`src/rtl/ipu_pkg.sv`:
```
// Shared types and IPU register-map constants for the IPU bus sequencer.
package ipu_pkg;

    typedef enum logic [2:0] {
        S_STAT    = 3'd0,
        S_TX_DATA = 3'd1,
        S_TX_GO   = 3'd2,
        S_TX_WAIT = 3'd3,
        S_RX_RD   = 3'd4,
        S_RX_CLR  = 3'd5
    } state_t;

    localparam logic [31:0] CTRL_SEND      = 32'h0000_0001;
    localparam logic [31:0] CTRL_RXCLR     = 32'h0000_0002;
    localparam logic        SEL_CTRL       = 1'b0;
    localparam logic        SEL_DATA       = 1'b1;
    localparam logic        ADDR_TX        = 1'b0;
    localparam logic        ADDR_RX        = 1'b1;
    localparam int          CTRL_BUSY_BIT  = 0;
    localparam int          CTRL_NEWRX_BIT = 1;

    // Round-robin side identifiers
    localparam logic        SIDE_TX        = 1'b0;
    localparam logic        SIDE_RX        = 1'b1;

    // States that hold a read address on the IPU port and wait for salida_i
    function automatic logic is_read_state(input state_t s);
        return (s == S_STAT) || (s == S_TX_WAIT) || (s == S_RX_RD);
    endfunction

endpackage

```
`src/rtl/ipu_rd_timer.sv`:
```
// Read-latency down-counter: loaded on start, done when the RD_LAT-th edge is due.
module ipu_rd_timer #(
    parameter int RD_LAT = 1
) (
    input  logic clk,
    input  logic rst,
    input  logic start,
    output logic done
);

    localparam int W = (RD_LAT > 1) ? $clog2(RD_LAT) : 1;
    localparam logic [W-1:0] LOAD = W'(RD_LAT - 1);

    logic [W-1:0] cnt;

    // Count down from RD_LAT-1; zero means the next edge samples salida_i
    always_ff @(posedge clk or posedge rst) begin
        if (rst) begin
            cnt <= LOAD;
        end else if (start) begin
            cnt <= LOAD;
        end else if (cnt != {W{1'b0}}) begin
            cnt <= cnt - W'(1);
        end else begin
            cnt <= cnt;
        end
    end

    assign done = (cnt == {W{1'b0}});

endmodule

```
`src/rtl/ipu_bus_sequencer.sv`:
```
// IPU register-port master: serves a TX byte stream and RX byte delivery over the
// single IPU port with round-robin arbitration between the two services.
module ipu_bus_sequencer
    import ipu_pkg::*;
#(
    parameter int RD_LAT  = 1,
    parameter int TIMEOUT = 200000
) (
    input  logic        clk,
    input  logic        rst,
    input  logic        tx_valid_i,
    input  logic [7:0]  tx_data_i,
    output logic        tx_ready_o,
    output logic        rx_valid_o,
    output logic [7:0]  rx_data_o,
    output logic        wr_o,
    output logic        reg_sel_o,
    output logic        addr_o,
    output logic [31:0] entrada_o,
    input  logic [31:0] salida_i,
    output logic        busy_o,
    output logic        err_o
);

    localparam int TW = $clog2(TIMEOUT + 1);
    localparam logic [TW-1:0] TMO_MAX = TW'(TIMEOUT);

    state_t      state;
    state_t      state_nx;
    logic        rr_last;
    logic [TW-1:0] tmo_cnt;
    logic        rd_start;
    logic        rd_done;
    logic        rxp;
    logic        txp;
    logic        ipu_busy;
    logic        tmo_hit;

    logic        wr_nx;
    logic        reg_sel_nx;
    logic        addr_nx;
    logic [31:0] entrada_nx;
    logic        unused_salida;

    assign unused_salida = ^salida_i[31:8];

    ipu_rd_timer #(.RD_LAT(RD_LAT)) u_rd_timer (
        .clk   (clk),
        .rst   (rst),
        .start (rd_start),
        .done  (rd_done)
    );

    // Next-state selection, arbitration and read-window restart
    always_comb begin
        state_nx = state;
        rxp      = salida_i[CTRL_NEWRX_BIT];
        ipu_busy = salida_i[CTRL_BUSY_BIT];
        txp      = tx_valid_i && !ipu_busy;
        tmo_hit  = (tmo_cnt >= (TMO_MAX - TW'(1)));
        case (state)
            S_STAT: begin
                if (!rd_done) begin
                    state_nx = S_STAT;
                end else if (rxp && txp) begin
                    state_nx = (rr_last == SIDE_RX) ? S_TX_DATA : S_RX_RD;
                end else if (txp) begin
                    state_nx = S_TX_DATA;
                end else if (rxp) begin
                    state_nx = S_RX_RD;
                end else begin
                    state_nx = S_STAT;
                end
            end
            S_TX_DATA: state_nx = S_TX_GO;
            S_TX_GO:   state_nx = S_TX_WAIT;
            S_TX_WAIT: begin
                if (!rd_done) begin
                    state_nx = S_TX_WAIT;
                end else if (!ipu_busy || tmo_hit) begin
                    state_nx = S_STAT;
                end else begin
                    state_nx = S_TX_WAIT;
                end
            end
            S_RX_RD: begin
                if (rd_done) begin
                    state_nx = S_RX_CLR;
                end else begin
                    state_nx = S_RX_RD;
                end
            end
            S_RX_CLR:  state_nx = S_STAT;
            default:   state_nx = S_STAT;
        endcase
        // A new read window opens on entry to a read state or after each sample
        rd_start = is_read_state(state_nx) && (rd_done || !is_read_state(state));
    end

    // Port values for the coming cycle, decoded from the next state
    always_comb begin
        wr_nx      = 1'b0;
        reg_sel_nx = SEL_CTRL;
        addr_nx    = ADDR_TX;
        entrada_nx = 32'h0000_0000;
        case (state_nx)
            S_TX_DATA: begin
                wr_nx      = 1'b1;
                reg_sel_nx = SEL_DATA;
                addr_nx    = ADDR_TX;
                entrada_nx = {24'h00_0000, tx_data_i};
            end
            S_TX_GO: begin
                wr_nx      = 1'b1;
                entrada_nx = CTRL_SEND;
            end
            S_RX_RD: begin
                reg_sel_nx = SEL_DATA;
                addr_nx    = ADDR_RX;
            end
            S_RX_CLR: begin
                wr_nx      = 1'b1;
                entrada_nx = CTRL_RXCLR;
            end
            default: begin
                wr_nx      = 1'b0;
                reg_sel_nx = SEL_CTRL;
                addr_nx    = ADDR_TX;
                entrada_nx = 32'h0000_0000;
            end
        endcase
    end

    // FSM state, arbitration history, timeout counter and captured RX byte
    always_ff @(posedge clk or posedge rst) begin
        if (rst) begin
            state     <= S_STAT;
            rr_last   <= SIDE_RX;
            tmo_cnt   <= {TW{1'b0}};
            err_o     <= 1'b0;
            rx_data_o <= 8'h00;
        end else begin
            state <= state_nx;
            if (state == S_TX_GO) begin
                rr_last <= SIDE_TX;
                tmo_cnt <= {TW{1'b0}};
            end else if (state == S_RX_CLR) begin
                rr_last <= SIDE_RX;
            end
            if ((state == S_TX_WAIT) && rd_done && ipu_busy) begin
                if (tmo_cnt != TMO_MAX) begin
                    tmo_cnt <= tmo_cnt + TW'(1);
                end
                if (tmo_hit) begin
                    err_o <= 1'b1;
                end
            end
            if ((state == S_RX_RD) && rd_done) begin
                rx_data_o <= salida_i[7:0];
            end
        end
    end

    // Registered IPU port and handshake outputs
    always_ff @(posedge clk or posedge rst) begin
        if (rst) begin
            wr_o       <= 1'b0;
            reg_sel_o  <= 1'b0;
            addr_o     <= 1'b0;
            entrada_o  <= 32'h0000_0000;
            tx_ready_o <= 1'b0;
            rx_valid_o <= 1'b0;
            busy_o     <= 1'b0;
        end else begin
            wr_o       <= wr_nx;
            reg_sel_o  <= reg_sel_nx;
            addr_o     <= addr_nx;
            entrada_o  <= entrada_nx;
            tx_ready_o <= (state_nx == S_TX_DATA);
            rx_valid_o <= (state_nx == S_RX_CLR);
            busy_o     <= (state_nx != S_STAT);
        end
    end

endmodule

```
`config.mk`:
```
export PLATFORM = sky130hd
export DESIGN_NAME = ipu_bus_sequencer
export DESIGN_NICKNAME = d
export VERILOG_FILES = /design/src/rtl/ipu_pkg.sv /design/src/rtl/ipu_rd_timer.sv /design/src/rtl/ipu_bus_sequencer.sv
export SDC_FILE = /design/constraint.sdc
export NUM_CORES = 1
export LEC_CHECK = 0
export ABC_AREA = 1
export BUFFER_PORTS_ARGS = -buffer_cell sky130_fd_sc_hd__buf_4
export CAP_MARGIN = 20
export CORE_MARGIN = 4
export CORE_UTILIZATION = 53
export DETAILED_ROUTE_END_ITERATION = 10
export PLACE_DENSITY = 0.85
export REMOVE_ABC_BUFFERS = 1
export SETUP_SLACK_MARGIN = 0.2
export SLEW_MARGIN = 20
export SYNTH_ARGS = -nofsm -noshare
export SYNTH_HDL_FRONTEND = slang
export SYNTH_SLANG_ARGS = --single-unit
```
`constraint.sdc`:
```
create_clock -name clk -period 3 [get_ports clk]
set_clock_uncertainty 0.1 [all_clocks]
set_input_delay 0.45 -clock clk [delete_from_list [all_inputs] [get_ports clk]]
set_output_delay 0.45 -clock clk [all_outputs]
set_load 0.02 [all_outputs]
```
# Yosys cells after proc, flatten, opt, wreduce, memory -nomap -nowiden
# Cells that the tools add are included.
# W data, S select, Z words.
[classes]
add_sub_neg = 2
magnitude_cmp = 1
eq_ne = 11
mux = 20
bitwise_logic = 1
reduce_logical = 21
[op_table]
columns = ["operator", "count"]
rows = [
  ["$mux W18", 3],
  ["$pmux W8 S3", 1],
  ["$add A18 B1 Y18 const B", 1],
  ["$ge A18 B18 Y1 const B", 1],
  ["$ne A18 B18 Y1 const B", 1],
  ["$mux W3", 5],
  ["$pmux W3 S5", 1],
  ["$eq A3 B2 Y1 const B", 4],
  ["$eq A3 B3 Y1 const B", 4],
  ["$mux W1", 8],
  ["$eq A3 B1 Y1 const B", 2],
  ["$logic_and A1 B1 Y1", 6],
  ["$logic_not A3 Y1", 2],
  ["$logic_or A1 B1 Y1", 6],
  ["$mux W2", 2],
  ["$reduce_bool A3 Y1", 1],
  ["$reduce_or A3 Y1", 1],
  ["$logic_not A1 Y1", 2],
  ["$reduce_and A2 Y1", 1],
  ["$reduce_bool A2 Y1", 1],
  ["$reduce_or A2 Y1", 1],
  ["$not A1 Y1", 1],
  ["$sub A1 B1 Y1 const B", 1],
]
[totals]
ff_bits = 70
in_bits = 43
elab_cells = 69

# Logic depth before layout (Yosys ltp)
# Gate-level depths: netlist (run 1).
[depth]
word_depth = 11
depth_mapped = 10
mapped_depth_nobuf = 10

# Hierarchy
# From an unflattened synthesis (run 1), not the netlist that was laid out.
[unflattened]
cells_unflattened = 328
hier_area_um2 = 2581.2
[modules_own_cells]
columns = ["mod", "n_inst", "cells_per_inst", "area_each_um2", "seq_area_each_um2"]
rows = [
  ["ipu_bus_sequencer", 1, 326, 2570.0, 1127.3],
  ["ipu_rd_timer", 1, 2, 11.3, 0.0],
]

# Worst setup path after synthesis (run 1)
# OpenSTA, ideal clock, no wires.
[synth_path]
path_kind = "register -> register"
start = "register tmo_cnt[0]"
end = "register tmo_cnt[16]"
t_arrival_ns = 1.310
path_slack_ns = 1.473
path_stages_with_launch = 11
path_cell_list = "dfrtp_1 > ha_1 > nand2_1 > nor2_2 > nand2_2 > nor2_4 > nand3_1 > nor2_2 > nand2_1 > nand2_1 > nand2_1"
[synth_between]
elab_chain_len = 3
elab_cells_between_ends = 4
classes_between = "add/sub: 1; eq/ne: 1; mux: 2"
[synth_lines]
columns = ["element", "line_no", "text"]
rows = [
  ["start: declaration", "ipu_bus_sequencer.sv:31", "logic [TW-1:0] tmo_cnt;"],
  ["start signal: assignment", "ipu_bus_sequencer.sv:139", "tmo_cnt <= {TW{1'b0}};"],
  ["start signal: assignment", "ipu_bus_sequencer.sv:146", "tmo_cnt <= {TW{1'b0}};"],
  ["start signal: assignment", "ipu_bus_sequencer.sv:152", "tmo_cnt <= tmo_cnt + TW'(1);"],
  ["$add A18 B1 Y18 or $ne A18 B18 Y1 (tied branches)", "ipu_bus_sequencer.sv:152, ipu_bus_sequencer.sv:151", ""],
  ["$mux W18 (*)", "ipu_bus_sequencer.sv:151", "if (tmo_cnt != TMO_MAX) begin"],
  ["$mux W18 (*)", "ipu_bus_sequencer.sv:150", "if ((state == S_TX_WAIT) && rd_done && ipu_busy) begin"],
]
# Every way passes the cells marked *; elsewhere a longest branch is shown, timed or not.
# A chain may end at the register's enable or synchronous reset.

# Final worst setup path (run 1)
# Same ends and word-level chain as after synthesis.

==> results.md, run 1 <==
- complete, no violations — run status
- 0 — pins over their slew limit
- 45 — Seq cells post-synth
- flip-flop — startpoint kind of the worst setup timing path
- 0 — max_cap viols
- 1270 ps — final setup margin
- 45.6% — fraction of the yosys area taken by sequential cells
- 314 — Post-Syn Instances
- 62.9% — Slew headroom
- 696 nW/um^2 — power density over the cells
- built — CTS tree
- 0 — Post-synth EDFFs
- 0 — number of antenna violations at the first check in global routing
- 0 — final antenna diode count
- 44.5% — Synth top area share
- 1270 ps — reg-to-reg slack, setup
- 0 — ANT nets after route
- 556 ps — Tightest Pin Transition
- 85 x nand2_1, 44 x dfrtp_1, 37 x inv_1 — leading cell types by count after synthesis
- 16.1% — Synth-to-Final Area Change
- 0 — Remaining Overflow, GRT
- 4.79 — number of vias per cell after detailed routing
- 0 ps — setup TNS
- 0 — hold buffer count at cts
- 76.3 um — die height
- tmo_cnt[0] — startpoint of the worst-slack reg-to-reg timing path
- 2 — maximum level of the CTS H-tree
- flip-flop to flip-flop — Setup CP Type
- 96.2 ps — final hold slack
- 579 MHz — achievable clock frequency
- nand2_1 — most common cell in the synthesized netlist
- 1290 ps — Setup Slack @ Placement
- 0 — post-CTS sizing
- 0.889 — global placement routability congestion
- simple AND/OR/NAND/NOR gates — combinational family with the most area after synthesis
- 17.1% — global-route usage over all layers
- 3.67 mm — HPWL after detailed placement
- 1983 — via count
- no — RSZ-0062 raised after global routing
- 0.00160 uW — static leakage
- 4.98 mm — Detailed Route WL
- 55.7% — Starting Density
- 31.7% — synthesized-area fraction occupied by and/or/nand/nor cells
- 0 — final setup violation count
- 1.01% — Synth Area in Adders
- 0.372 mV — worst ir drop on vdd
- 57.6% — final clock period utilization by the worst path
- 0 — DRC violation count after routing
- 406 — number of nets in the layout
- 4440 um^2 — core footprint
- 90 — number of placed I/O pins
- 4.35% — share of the synthesized area in compound gates (AO/OA/AOI/OAI)
- 300 ps — worst skew pair latency
- 0 — final count of hold timing violations
- dfrtp_1 — prevailing post-synth register cell
- flip-flop — crit path capture type
- 45 — clock sinks
- primary input to async pin — min-delay worst type
- 2470 um^2 — Post-Syn Area
- 2.48% — xor/xnor cell area share of the yosys netlist
- 7.88 um^2 — average instance area after synthesis
- dfrtp_1 44%, nand2_1 13%, buf_4 7.3% — leading cell types by total area after synthesis
- 5 — clock buffer count from CTS
- 22.1% — layout cell share with drive strength beyond 1
- 4 — Pre-Repair DR Iteration Count
- 28 — largest net degree at the start of global routing
- 8.06 mm — wire length of the first global-routing pass
- 100% — async set or reset register ratio after synthesis
- 90 ps — clock-pin transition on the worst setup and hold timing paths
- tmo_cnt[16] — endpoint of the worst-slack reg-to-reg timing path
- 1795 — via count of the first global-routing pass
- clkbuf_8 — root buffer cell
- 24 — Rows
- 1830 ps — data arrival time of the critical path
- 1730 ps — final period demand of the worst path
- 5 — critical-path maximum fanout
- dfrtp_1 — post-synthesis cell type with the largest combined area
- 31 — number of library cell types mapped by synthesis
- 10 — worst r2r path cells
- 5830 um^2 — area of the die
- 3100 ps — Worst EP required
- 0 — buffers inserted by post-CTS timing repair
- 0% — portion of netlist area occupied by mux cells
- 41 — buffers added on ports
- 12.0 um — average wire length per cell after detail routing
- 2 — Max Root-Sink Buffers
- 0 — total of warnings raised by yosys
- 133 — DRC violation total after the first TritonRoute iteration
- 76.3 um — Die Span X
==> cells in the final DEF, fill, tap and decap left out, types with 3 or more instances in the layout <==
master    count
o31ai_1       4
nor2_1       28
nand2_2       5
nor2_4        3
nand3_1      25
xor2_1        6
inv_1        36
inv_2         6
dfrtp_1      44
o21ai_0       4
clkbuf_8      5
o21ai_1       7
conb_1       24
nand4_1       4
nor2_2        7
nor3_1        6
nand2_1      85
buf_4        44
==> power by group <==
group          internal [uW]  leakage, uW  switching [uW]  total [uW]
registers                750     0.000598            79.6         830
logic                    253     0.000944             455         707
clock network            250    0.0000554             213         463
total                   1250      0.00160             747        2000
==> cell type report <==
| type | instances | area, um^2 |
|---|---|---|
| Clock buffer | 6 | 72.6 |
| Clock inverter | 2 | 38.8 |
| Fill cell | 357 | 1570 |
| Inverter | 45 | 171 |
| Multi-Input combinational cell | 220 | 1070 |
| Sequential cell | 45 | 1130 |
| Tap cell | 52 | 65.1 |
| Timing Repair Buffer | 44 | 330 |
==> critical path: stages, from the launching register on <==
cell and delay [ps]:
dfrtp_1 410, ha_1 180, nand2_1 140, nor2_2 220, nand2_2 110, nor2_4 120, nand3_1 100, nor2_2 110
nand2_1 60, nand2_1 50, nand2_1 40
==> per-layer routing <==
metal  vias up  part of all wire (%)  global-route usage, %
met3         9                   4.6                   4.02
li1       1017                     -                      -
met2        56                    48                   28.5
met4         0                   1.8                   7.07
met5         -                     0                      0
met1       901                    46                   21.3
==> kinds of logic (layout without fill, tap and decap cells) <==
kind of cell	after synthesis	in the layout
adders and majority gates	2	2
xor gates and xnor gates	7	7
DFF	45	45
AOI/OAI and AO/OA	18	18
other	1	24
and+or+nand+nor	169	169
buffers and inverters	72	97
==> flip-flops by register name, indices dropped and copies added (netlist names), 3 cells and up <==
name and flops:
tmo_cnt 18, entrada_o 8, rx_data_o 8, state 3
==> how the worst max path moves through the flow <==
stage / start / end / slack, ps
2_1_floorplan: rst / addr_o / 1390
3_3_place_gp: tmo_cnt[0] / tmo_cnt[16] / 1310
3_5_place_dp: tmo_cnt[1] / tmo_cnt[16] / 1290
4_1_cts: tmo_cnt[1] / tmo_cnt[16] / 1270
5_1_grt: tmo_cnt[0] / tmo_cnt[16] / 1140
6_report: tmo_cnt[0] / tmo_cnt[16] / 1270
==> through the flow <==
step	total power (uW)	instance area, um^2	util (%)	cells
after floorplan	1270	2370	-	310
after global placement	1530	2760	62.2	406
after detailed placement	1550	2760	62.2	406
after CTS	2010	2870	64.7	414
after global routing	2110	2870	64.7	414
final	2000	2870	64.7	414
Note: power is estimated with default switching activity, not from simulation.
==> run 2: changes to the inputs <==
CORE_UTILIZATION = 45   (was 53)
PLACE_DENSITY = 0.77   (was 0.85)
clock period = 1.44 ns   (was 3 ns; I/O delays follow)
==> results.md, run 2 (synthesis results as in run 1) <==
- 41 — buffers added on ports, unchanged
- yes — RSZ-0062 raised after global routing, was no
- 18 — final setup violation count, was 0
- 13.7 um — average wire length per cell after detail routing, was 12.0 um
- 0 — number of antenna violations at the first check in global routing, unchanged
- tmo_cnt[8] — launching instance or port of the critical path, was tmo_cnt[0]
- 1570 ps — final period demand of the worst path, was 1730 ps
- 18.7% — global-route usage over all layers, was 17.1%
- 0.00192 uW — static leakage, was 0.00160 uW
- 109% — final clock period utilization by the worst path, was 57.6%
- 17.2% — fraction of power consumed by the clock network, was 23.1%
- 459 — number of nets in the layout, was 406
- 82.2 um — Die Span X, was 76.3 um
- setup timing — failing checks
- 2061 — via count of the first global-routing pass, was 1795
- 70.7% — post-layout util, was 64.7%
- 2 — Max Root-Sink Buffers, unchanged
- 90 ps — clock-pin transition on the worst setup and hold timing paths, about the same
- 638 MHz — achievable clock frequency, was 579 MHz
- 38.4% — sequential cell fraction of total power, was 41.5%
- tmo_cnt[14] — endpoint of the worst-slack reg-to-reg timing path, was tmo_cnt[16]
- 0 — pins over their slew limit, unchanged
- 0 — final antenna diode count, unchanged
- 1260 nW/um^2 — power density over the cells, was 696 nW/um^2
- nand2_1 — most common cell after layout, fill and taps aside, unchanged
- 2 — maximum level of the CTS H-tree, unchanged
- tmo_cnt — register containing the most flip-flops in the final layout, unchanged
- 0 — final count of hold timing violations, unchanged
- 90 — number of placed I/O pins, unchanged
- flip-flop — crit path capture type, unchanged
- 26 — Rows, was 24
- clkbuf_8 — root buffer cell, unchanged
- 82.2 um — die height, was 76.3 um
- -159 ps — Setup Slack @ Placement, was 1290 ps
- 0 — max_cap viols, unchanged
- 143 — DRC violation total after the first TritonRoute iteration, was 133
- tmo_cnt (18), entrada_o (8), rx_data_o (8) — Regs by FF count, unchanged
- 1850 uW — switching component of the power, was 747 uW
- 0 — Remaining Overflow, GRT, unchanged
- 0.934 — global placement routability congestion, was 0.889
- -127 ps — final setup margin, was 1270 ps
- 0.978 mV — worst ir drop on vdd, was 0.372 mV
- 46.5% — layout cell share with drive strength beyond 1, was 22.1%
- 18 — flip-flop count of the largest register, all copies and words added, unchanged
- 74 x nand2_1, 73 x buf_4, 34 x dfrtp_1 — most used cells in the layout excluding fill and tap cells, was 85 x nand2_1, 44 x dfrtp_1, 44 x buf_4
- 40.0% — switching part of the total, was 37.4%
- -130 ps — reg-to-reg slack, setup, was 1270 ps
- 5200 um^2 — core footprint, was 4440 um^2
- 44.4% — combinational cell fraction of total power, was 35.4%
- 1530 ps — Worst EP required, was 3100 ps
- 45 — clock sinks, unchanged
- flip-flop to flip-flop — Setup CP Type, unchanged
- 2780 uW — P_int, was 1250 uW
- 4.17 mm — HPWL after detailed placement, was 3.67 mm
- 46 — largest net degree at the start of global routing, was 28
- 6.62 mm — Detailed Route WL, was 4.98 mm
- primary input to flip-flop — min-delay worst type, was primary input to async pin
- built — CTS tree, unchanged
- 6 — critical-path maximum fanout, was 5
- 4 — Pre-Repair DR Iteration Count, unchanged
- 2319 — via count, was 1983
- 6750 um^2 — area of the die, was 5830 um^2
- 4.78 — number of vias per cell after detailed routing, was 4.79
- 48.7% — Synth-to-Final Area Change, was 16.1%
- finished with violations — run status, was complete, no violations
- tmo_cnt[14] — last element of the critical path, was tmo_cnt[16]
- 7 — worst r2r path cells, was 10
- 300 ps — worst skew pair latency, about the same
- tmo_cnt[8] — startpoint of the worst-slack reg-to-reg timing path, was tmo_cnt[0]
- 5 — clock buffer count from CTS, unchanged
- 0 — ANT nets after route, unchanged
- 0 — DRC violation count after routing, unchanged
- 3.84 ps — final hold slack, was 96.2 ps
- 9.58 mm — wire length of the first global-routing pass, was 8.06 mm
- 366 — filler instances, was 357
- 47.5% — Starting Density, was 55.7%
- flip-flop — startpoint kind of the worst setup timing path, unchanged
- 1660 ps — data arrival time of the critical path, was 1830 ps
## run 2: worst max-delay path: stages (launching register included)
cell     delay, ps
dfrtp_2        430
inv_2          110
nor3_1         410
nand3_2        120
nand2_1        100
nand2_1         70
nand2_1         60
o31ai_1         60
## run 2: power by group through the flow
stage                     registers (uW)  clock network, uW  logic, uW
final                               1780                798       2060
after detailed placement            1750                  0       1610
after CTS                           1740                818       1820
after floorplan                     1990                  0        663
after global placement              1740                  0       1570
after global routing                1810                867       2230
## run 2: final cells by class
cell class,instances,area (um^2),share of cell area [%]
Clock buffer,5,68.8,1.87
Sequential cell,45,1140,31.0
Tap cell,70,87.6,2.38
Timing Repair Buffer,96,813,22.1
Clock inverter,3,22.5,0.612
Multi-Input combinational cell,221,1360,36.9
Inverter,45,190,5.17
## run 2: worst min-delay path by stage
stage | depth (start not counted) | slack, ps | to | start
2_1_floorplan | 2 | 220 | entrada_o[2] | tx_data_i[2]
3_3_place_gp | 3 | 180 | tmo_cnt[4] | rst
5_1_grt | 3 | 9 | rx_data_o[6] | salida_i[6]
4_1_cts | 3 | 0.3 | rx_data_o[6] | salida_i[6]
6_report | 3 | 4 | rx_data_o[6] | salida_i[6]
3_5_place_dp | 3 | 190 | tmo_cnt[9] | rst
## run 2: layer usage
metal / GRT usage [%] / up-vias / part of all wire (%)
met1: 24.0 / 1107 / 40
met2: 32.3 / 73 / 52
met4: 5.48 / 0 / 2.7
li1: - / 1127 / -
met5: 0 / - / 0
met3: 3.25 / 12 / 5.2
## run 2: what timing repair did
item,4_1_cts,5_1_grt
endpoints found under the hold margin,46,1
resized for setup,47,65
cloned,1,1
pin swaps,9,23
buffers inserted,9,10
setup endpoints to repair,34,42
hold buffers,3,1
## run 2: through the flow
step	cell area, um^2	std cells	TNS, ps	power [uW]
after global placement	3010	452	-428	3310
after global routing	3680	485	-2260	4910
after detailed placement	3010	452	-1040	3360
after CTS	3370	473	-383	4370
final	3680	485	-817	4630
after floorplan	2370	310	-132	2650
